--- config.mk ---
export PLATFORM = sky130hd
export DESIGN_NAME = lsu_dmem_if_flat
export DESIGN_NICKNAME = d
export VERILOG_FILES = /design/src/rtl/lsu_dmem_if_if.sv /design/src/rtl/lsu_dmem_if.sv /design/src/flat_wrapper.sv
export SDC_FILE = /design/constraint.sdc
export NUM_CORES = 1
export LEC_CHECK = 0
export ABC_CLOCK_PERIOD_IN_PS = 2350
export CAP_MARGIN = 20
export CORE_MARGIN = 2
export CORE_UTILIZATION = 37
export CTS_CLUSTER_DIAMETER = 120
export CTS_CLUSTER_SIZE = 14
export DETAILED_ROUTE_END_ITERATION = 10
export PLACE_DENSITY = 0.78
export SYNTH_ARGS = -nofsm -noshare
export SYNTH_HDL_FRONTEND = slang
export SYNTH_SLANG_ARGS = --single-unit
--- constraint.sdc ---
create_clock -name i_clk -period 2.35 [get_ports i_clk]
set_input_delay 0.3525 -clock i_clk [delete_from_list [all_inputs] [get_ports i_clk]]
set_output_delay 0.3525 -clock i_clk [all_outputs]
set_load 0.01 [all_outputs]
--- src/rtl/lsu_dmem_if_if.sv ---
// lsu_dmem_if_if: core request/response and data-memory signals of the load/store stage.
// The master side is the core and SRAM wrapper; the slave side is the lsu_dmem_if stage.
interface lsu_dmem_if_if;
  logic        i_req_valid;
  logic        o_req_ready;
  logic        i_req_write;
  logic [2:0]  i_req_funct3;
  logic [31:0] i_req_addr;
  logic [31:0] i_req_wr_data;
  logic        o_rsp_valid;
  logic [31:0] o_rsp_rd_data;
  logic        o_rsp_err;
  logic [31:0] o_data_addr;
  logic [31:0] o_data_wr_data;
  logic [3:0]  o_data_size;
  logic        o_data_write;
  logic        o_data_read;
  logic [31:0] i_data_rd_data;
  modport master (
    output i_req_valid, i_req_write, i_req_funct3, i_req_addr, i_req_wr_data, i_data_rd_data,
    input  o_req_ready, o_rsp_valid, o_rsp_rd_data, o_rsp_err,
    input  o_data_addr, o_data_wr_data, o_data_size, o_data_write, o_data_read
  );
  modport slave (
    input  i_req_valid, i_req_write, i_req_funct3, i_req_addr, i_req_wr_data, i_data_rd_data,
    output o_req_ready, o_rsp_valid, o_rsp_rd_data, o_rsp_err,
    output o_data_addr, o_data_wr_data, o_data_size, o_data_write, o_data_read
  );
endinterface

--- src/rtl/lsu_dmem_if.sv ---
// lsu_dmem_if: single-outstanding load/store stage in front of the data SRAM wrapper.
// LSU_RSP_REG_EN adds a RESP2 state so the response comes straight from flops, one cycle later.
module lsu_dmem_if #(
  parameter int MEM_ADDR_WIDTH = 12
) (
  input logic         i_clk,
  input logic         i_rst_n,
  lsu_dmem_if_if.slave bus
);
  localparam logic [1:0] IDLE = 2'd0, ISSUE = 2'd1, RESP = 2'd2, RESP2 = 2'd3;
`ifdef LSU_RSP_REG_EN
  localparam bit RSP_REG = 1'b1;
`else
  localparam bit RSP_REG = 1'b0;
`endif
  logic [1:0]  state_q, state_d;
  logic        write_q, err_q;
  logic [2:0]  funct3_q;
  logic [31:0] addr_q, wdata_q;
  logic        req_err, issue, wr_issue;
  logic [3:0]  mask;
  logic [31:0] wr_rep, lane, ld_data, rsp_data;
  logic [2:0]  f3;
  logic [31:0] ra;
  assign f3 = bus.i_req_funct3;
  assign ra = bus.i_req_addr;
  // Unsupported funct3 (011/110/111) are folded into the error path.
  assign req_err = (f3 == 3'b011) || (f3[2:1] == 2'b11) ||
                   (f3[1:0] == 2'b01 && ra[0]) || (f3[1:0] == 2'b10 && |ra[1:0]) ||
                   |ra[31:MEM_ADDR_WIDTH];
  always_comb begin
    state_d = state_q == IDLE  ? (bus.i_req_valid ? (req_err ? RESP : ISSUE) : IDLE) :
              state_q == ISSUE ? RESP :
              (state_q == RESP && RSP_REG) ? RESP2 : IDLE;
  end
  always_ff @(posedge i_clk or negedge i_rst_n) begin
    if (!i_rst_n) begin
      state_q  <= IDLE;
      write_q  <= 1'b0;
      err_q    <= 1'b0;
      funct3_q <= 3'b0;
      addr_q   <= 32'b0;
      wdata_q  <= 32'b0;
    end else begin
      state_q <= state_d;
      if (state_q == IDLE && bus.i_req_valid) begin
        write_q  <= bus.i_req_write;
        err_q    <= req_err;
        funct3_q <= f3;
        addr_q   <= ra;
        wdata_q  <= bus.i_req_wr_data;
      end
    end
  end
  assign issue    = state_q == ISSUE;
  assign wr_issue = issue && write_q;
  always_comb begin
    mask   = funct3_q[1] ? 4'b1111 :
             funct3_q[0] ? (4'b0011 << {addr_q[1], 1'b0}) : (4'b0001 << addr_q[1:0]);
    wr_rep = funct3_q[1] ? wdata_q :
             funct3_q[0] ? {2{wdata_q[15:0]}} : {4{wdata_q[7:0]}};
    lane   = bus.i_data_rd_data >> {addr_q[1:0], 3'b000};
    // funct3[2] selects zero-extension (BU/HU).
    ld_data = funct3_q[1] ? lane :
              funct3_q[0] ? {{16{~funct3_q[2] & lane[15]}}, lane[15:0]} :
                            {{24{~funct3_q[2] & lane[7]}}, lane[7:0]};
    rsp_data = (write_q || err_q) ? 32'b0 : ld_data;
  end
  assign bus.o_req_ready    = state_q == IDLE;
  assign bus.o_data_write   = wr_issue;
  assign bus.o_data_read    = ~wr_issue;
  assign bus.o_data_size    = issue ? mask : 4'b0;
  assign bus.o_data_addr    = issue ? {addr_q[31:2], 2'b00} : 32'b0;
  assign bus.o_data_wr_data = wr_issue ? wr_rep : 32'b0;
`ifdef LSU_RSP_REG_EN
  logic        rsp_valid_q, rsp_err_q;
  logic [31:0] rsp_data_q;
  always_ff @(posedge i_clk or negedge i_rst_n) begin
    if (!i_rst_n) begin
      rsp_valid_q <= 1'b0;
      rsp_err_q   <= 1'b0;
      rsp_data_q  <= 32'b0;
    end else begin
      rsp_valid_q <= state_q == RESP;
      rsp_err_q   <= state_q == RESP && err_q;
      rsp_data_q  <= state_q == RESP ? rsp_data : 32'b0;
    end
  end
  assign bus.o_rsp_valid   = rsp_valid_q;
  assign bus.o_rsp_err     = rsp_err_q;
  assign bus.o_rsp_rd_data = rsp_data_q;
`else
  assign bus.o_rsp_valid   = state_q == RESP;
  assign bus.o_rsp_err     = state_q == RESP && err_q;
  assign bus.o_rsp_rd_data = state_q == RESP ? rsp_data : 32'b0;
`endif
endmodule

--- src/flat_wrapper.sv ---
// flat-port wrapper written by rule: the top's interface ports become plain ports
module lsu_dmem_if_flat 
#(
  parameter int MEM_ADDR_WIDTH = 12
)
  (i_clk, i_rst_n, bus_i_req_valid, bus_i_req_write, bus_i_req_funct3, bus_i_req_addr, bus_i_req_wr_data, bus_i_data_rd_data, bus_o_req_ready, bus_o_rsp_valid, bus_o_rsp_rd_data, bus_o_rsp_err, bus_o_data_addr, bus_o_data_wr_data, bus_o_data_size, bus_o_data_write, bus_o_data_read);
  lsu_dmem_if_if bus_i ();
  input logic i_clk;
  input logic i_rst_n;
  input wire logic [$bits(bus_i.i_req_valid)-1:0] bus_i_req_valid;
  input wire logic [$bits(bus_i.i_req_write)-1:0] bus_i_req_write;
  input wire logic [$bits(bus_i.i_req_funct3)-1:0] bus_i_req_funct3;
  input wire logic [$bits(bus_i.i_req_addr)-1:0] bus_i_req_addr;
  input wire logic [$bits(bus_i.i_req_wr_data)-1:0] bus_i_req_wr_data;
  input wire logic [$bits(bus_i.i_data_rd_data)-1:0] bus_i_data_rd_data;
  output wire logic [$bits(bus_i.o_req_ready)-1:0] bus_o_req_ready;
  output wire logic [$bits(bus_i.o_rsp_valid)-1:0] bus_o_rsp_valid;
  output wire logic [$bits(bus_i.o_rsp_rd_data)-1:0] bus_o_rsp_rd_data;
  output wire logic [$bits(bus_i.o_rsp_err)-1:0] bus_o_rsp_err;
  output wire logic [$bits(bus_i.o_data_addr)-1:0] bus_o_data_addr;
  output wire logic [$bits(bus_i.o_data_wr_data)-1:0] bus_o_data_wr_data;
  output wire logic [$bits(bus_i.o_data_size)-1:0] bus_o_data_size;
  output wire logic [$bits(bus_i.o_data_write)-1:0] bus_o_data_write;
  output wire logic [$bits(bus_i.o_data_read)-1:0] bus_o_data_read;
  assign bus_i.i_req_valid = bus_i_req_valid;
  assign bus_i.i_req_write = bus_i_req_write;
  assign bus_i.i_req_funct3 = bus_i_req_funct3;
  assign bus_i.i_req_addr = bus_i_req_addr;
  assign bus_i.i_req_wr_data = bus_i_req_wr_data;
  assign bus_i.i_data_rd_data = bus_i_data_rd_data;
  assign bus_o_req_ready = bus_i.o_req_ready;
  assign bus_o_rsp_valid = bus_i.o_rsp_valid;
  assign bus_o_rsp_rd_data = bus_i.o_rsp_rd_data;
  assign bus_o_rsp_err = bus_i.o_rsp_err;
  assign bus_o_data_addr = bus_i.o_data_addr;
  assign bus_o_data_wr_data = bus_i.o_data_wr_data;
  assign bus_o_data_size = bus_i.o_data_size;
  assign bus_o_data_write = bus_i.o_data_write;
  assign bus_o_data_read = bus_i.o_data_read;
  lsu_dmem_if #(.MEM_ADDR_WIDTH(MEM_ADDR_WIDTH)) u_core (.i_clk(i_clk), .i_rst_n(i_rst_n), .bus(bus_i));
endmodule
* Word-level counts from Yosys, hierarchy flattened
Cells that the tools add are included.
Word-level totals: logic and storage cells 47, output and inout bits 105, input bits 103, register bits 71
Operators by class: eq/ne operators 6, bitwise operators 4, shift-type cells 3, mux-type cells 15, reduce and logical (&&, ||, !) cells 13
Operators with widths (number):
- $mux 32 | 8
- $shr 32x5->32 | 1
- $reduce_or 20->1 | 1
- $mux 4 | 3
- $mux 2 | 4
- $eq 2x2->1 const B | 3
- $logic_and 1x1->1 | 5
- $logic_or 1x1->1 | 5
- $eq 2x1->1 const B | 2
- $shl 1x2->4 const A | 1
- $shl 2x2->4 const A | 1
- $eq 3x2->1 const B | 1
- $and 1x1->1 | 2
- $logic_not 2->1 | 1
- $not 1->1 | 2
- $reduce_or 2->1 | 1

* Depth between registers and ports, before layout
word-level depth 8, gate-level depth with buffers 6, mapped depth without buffers 4

* Least setup slack after synthesis
Ideal clock, no wire load.
kind reg-to-output, from reg u_core.state_q[0], to out bus_o_rsp_rd_data[24], stages on the path, launching flop included 6, data required time 1997 ps, slack -16 ps, buffers on the path 1, arrival 2014 ps, cells stage by stage dfrtp_1 or4b_1 buf_2 or3_4 a2111oi_4 a21o_1
Between the ends: cells in the longest elaborated chain, start to end 2
RTL lines:
- start: declaration | line lsu_dmem_if.sv:16 | logic [1:0] state_q, state_d;
- start signal: assignment | line lsu_dmem_if.sv:45 | state_q <= state_d;
- $eq 2x2->1
- $mux 32 | line lsu_dmem_if.sv:95 | assign bus.o_rsp_rd_data = state_q == RESP ? rsp_data : 32'b0;
- end: declaration | line flat_wrapper.sv:18 | output wire logic [$bits(bus_i.o_rsp_rd_data)-1:0] bus_o_rsp_rd_data;
Every way passes these cells.

* Final worst setup path
from reg u_core.err_q, to out bus_o_rsp_rd_data[19]
Between the ends: cells in the longest elaborated chain, start to end 3
RTL lines:
- start: declaration | line lsu_dmem_if.sv:17 | logic write_q, err_q;
- start signal: assignment | line lsu_dmem_if.sv:48 | err_q <= req_err;
- $logic_or 1x1->1 | line lsu_dmem_if.sv:67 | rsp_data = (write_q || err_q) ? 32'b0 : ld_data;
- $mux 32 | line lsu_dmem_if.sv:67
- $mux 32 | line lsu_dmem_if.sv:95
Every way passes these cells.

==> flow_summary_export.csv <==
group,metric,value,unit
run_status,status,"complete, but fails checks",
run_status,violations,"negative setup slack",
drt,drc,0,
logic_synthesis,synth_cells,418,
clock_network,cts_sinks,71,
global_routing,grt_usage,22.36,%
placement,place_hpwl,10.29,mm
sta,drv_slew,0,
logic_synthesis,synth_cell_type_count,36,
sta,finalCritPeriodShare,120.0,%
finish,multi_input_area,2357,um2
finish,ff_latch_area,1778,um2
job,drv_cap,0,
hold_path,hold_path_class,"in2async",
global_routing,grt_overflow,0,
clock_network,cts_tree,"done",
pwr,p_switching,1.038,mW
drt,viasPerCell,5.200,
sta,finalHoldViolCount,0,
global_routing,grt_max_degree,72,
clock_network,cts_inserted_buffers,9,
sta,slew_headroom,68.26,%
placement,dp.cells,772,
logic_synthesis,ys_ff_latch,71,
floorplan,ios,208,
finish,drive_gt1_share,30.33,%
finish,layout.nets,764,
logic_synthesis,syn_area,4182,um2
pwr,power.leakage,3.431,nW
logic_synthesis,synth-seq-area-share,42.49,%
finish,antenna_cells,0,
sta,finClkSkew,5.602,ps
sta,setup_violations,25,
clock_network,holdBufCountCts,0,
clock_network,clock-root-buffer,"clkbuf_16",
sta,fmax,0.3547,GHz
floorplan,initial_core_util,38.24,%
finish,final_cells,806,
worst_setup_path,rr_worst_depth,6,
placement,portBuffers,205,
sta,layout_setup_ws,-469.6,ps
finish,area_delta_synth_final,69.66,%
pwr,pwr-share-comb,25.4,%
clock_network,clk_latency,320,ps
worst_setup_path,cp_max_fo,3,
global_routing,antenna_found_initial,0,
drt,totalWireLength,14.15,mm
drt,dr.pass1.iters,4,
worst_setup_path,cp-start-kind,"register",
pwr,ir_drop,425.4,uV
sta,period_needed,2820,ps
drt,first_iter_violations,168,
global_routing,grt.busiest_layer,"met2",
global_routing,use_met3,5.879,%
global_routing,grt_pass1_wl,21.10,mm
floorplan,core,10940,um2
pwr,power_density,539.4,nW/um2
worst_setup_path,cp-end-kind,"output pin",
placement,gp_congestion,0.7971,
sta,rsz0062_at_grt,"true",
floorplan,die_y,110.3,um
floorplan,die_area,12170,um2
worst_setup_path,criticalPathCategory,"reg2out",
logic_synthesis,synth_top_area_share,42.49,%
global_routing,grt_pass1_vias,4317,
sta,tightest_slew,464.1,ps
floorplan,die_x,110.3,um
worst_setup_path,required,2000,ps
pwr,switching_share,27.13,%
clock_network,clk_path_buf_depth,2,
logic_synthesis,yosysTopAreaCell,"dfrtp_1",
finish,nFillCells,922,
worst_setup_path,crit_arrival,2470,ps
logic_synthesis,synth_area_leaders,"dfrtp_1, mux2_2, mux2i_1, and2_1, a21oi_1",
clock_network,htree_levels,3,
logic_synthesis,synth.avg_cell_area,10.00,um2
logic_synthesis,synth_warnings,0,
pwr,power_frac_clock,35.0,%
clock_network,clk_pin_slew,50,ps
placement,place_worst_setup_slack,-537.3,ps
drt,wl_per_cell,17.56,um
drt,ant_nets,0,
drt,vias,4191,
pwr,sequentialPowerShare,39.6,%
global_routing,grt_use_met1,24.92,%
floorplan,rows,38,
finish,final_util,64.87,%
pwr,p_int,2.788,mW
sta,whs,20.19,ps
global_routing,use_met2,41.50,%
## flip-flops by register name, summed over array words and instances, names as in the netlist
signal           cells
u_core.wdata_q      32
u_core.write_q       1
u_core.funct3_q      3
u_core.err_q         1
u_core.addr_q       32
u_core.state_q       2
## placed cells by master, fill, tap and decap left out, types with 8 or more instances in the layout
cell,Yosys,layout
clkdlybuf4s50_1,0,147
dfrtp_1,71,70
mux2_2,66,66
buf_4,2,43
nor2_1,38,36
and2_1,37,36
mux2i_1,31,31
buf_2,2,28
nand2_1,24,24
a21oi_1,30,24
dlymetal6s2s_1,0,16
buf_6,0,16
o21ai_0,12,11
nor2b_1,11,10
and3_1,9,9
clkbuf_16,0,9
a21o_1,9,8
dlygate4sd2_1,0,8
## routing by layer
| layer | vias to the layer above | share of wire, % |
|---|---|---|
| met5 | - | 0 |
| met4 | 0 | 2.1 |
| met3 | 22 | 8.9 |
| met2 | 180 | 50 |
| met1 | 2031 | 39 |
| li1 | 1958 | - |
## power by group through the flow
stage                     clock network (mW)  registers, mW  logic (mW)
after global routing                    1.44           1.54        1.06
after detailed placement                   0           1.54       0.921
final                                   1.34           1.51       0.972
after floorplan                            0           1.49       0.519
after global placement                     0           1.52       0.897
after CTS                               1.38           1.51       0.954
## final timing paths
| path | from | endpoint | slack [ps] |
|---|---|---|---|
| min reg2reg | u_core.addr_q[24] | u_core.addr_q[24] | 490 |
| min in group i_clk | u_core.addr_q[24] | u_core.addr_q[24] | 490 |
| max reg2reg | u_core.state_q[1] | u_core.err_q | 530 |
| max in group asynchronous | i_rst_n | u_core.wdata_q[12] | 1980 |
| max | u_core.err_q | bus_o_rsp_rd_data[19] | -470 |
| min | i_rst_n | u_core.addr_q[27] | 20 |
## area by class of cell
type	count	share of cell area, %
Inverter	4	0.2116
Sequential cell	71	25.06
Clock buffer	10	3.369
Clock inverter	6	0.8466
Multi-Input combinational cell	311	33.23
Timing Repair Buffer	264	34.81
Tap cell	140	2.469
## cell usage after synthesis, drive strengths merged
master / instances
a2111oi: 2
or4b: 1
nor2: 38
a21oi: 30
a21o: 9
nor4: 5
mux2: 66
mux2i: 31
mux4: 1
nand4: 1
a2111o: 1
nand2b: 1
or3: 2
and3: 9
and2b: 1
and2: 37
o41ai: 1
nor2b: 11
nand3: 1
nand2: 24
or2: 1
inv: 4
a22oi: 1
nor3b: 1
o21ai: 19
dfrtp: 71
clkbuf: 26
or2b: 1
conb: 1
buf: 7
a211oi: 14
## worst max-delay path, cell delays in order (launching register included)
cell and delay [ps]:
dfrtp_1 380, or4b_4 550, or3_4 400, a2111o_1 360, buf_6 150, buf_6 110, o21ai_2 50, buf_2 150
## through the flow
step / setup TNS (ps) / power [mW] / area [um2]
3_5_place_dp: -9796 / 2.457 / 6625
3_3_place_gp: -8605 / 2.421 / 6625
6_report: -7065 / 3.827 / 7094
4_1_cts: -6439 / 3.843 / 6992
5_1_grt: -8117 / 4.031 / 7094
2_1_floorplan: 0 / 2.008 / 4185
## kinds of logic after synthesis
kind of cell / Yosys count / synth area share, %
compound gates: 77 / 11.52
buf+inv: 37 / 3.560
flops: 71 / 42.49
mux: 98 / 25.73
other cells: 1 / 0.08968
simple gates: 134 / 16.61
## what timing repair did
action	in CTS	in global routing
pin swaps	4	2
endpoints found under the setup margin	42	76
resized for setup	149	48
buffers inserted	17	1
endpoints found under the hold margin	0	0
Power figures use the tool's default switching activity.
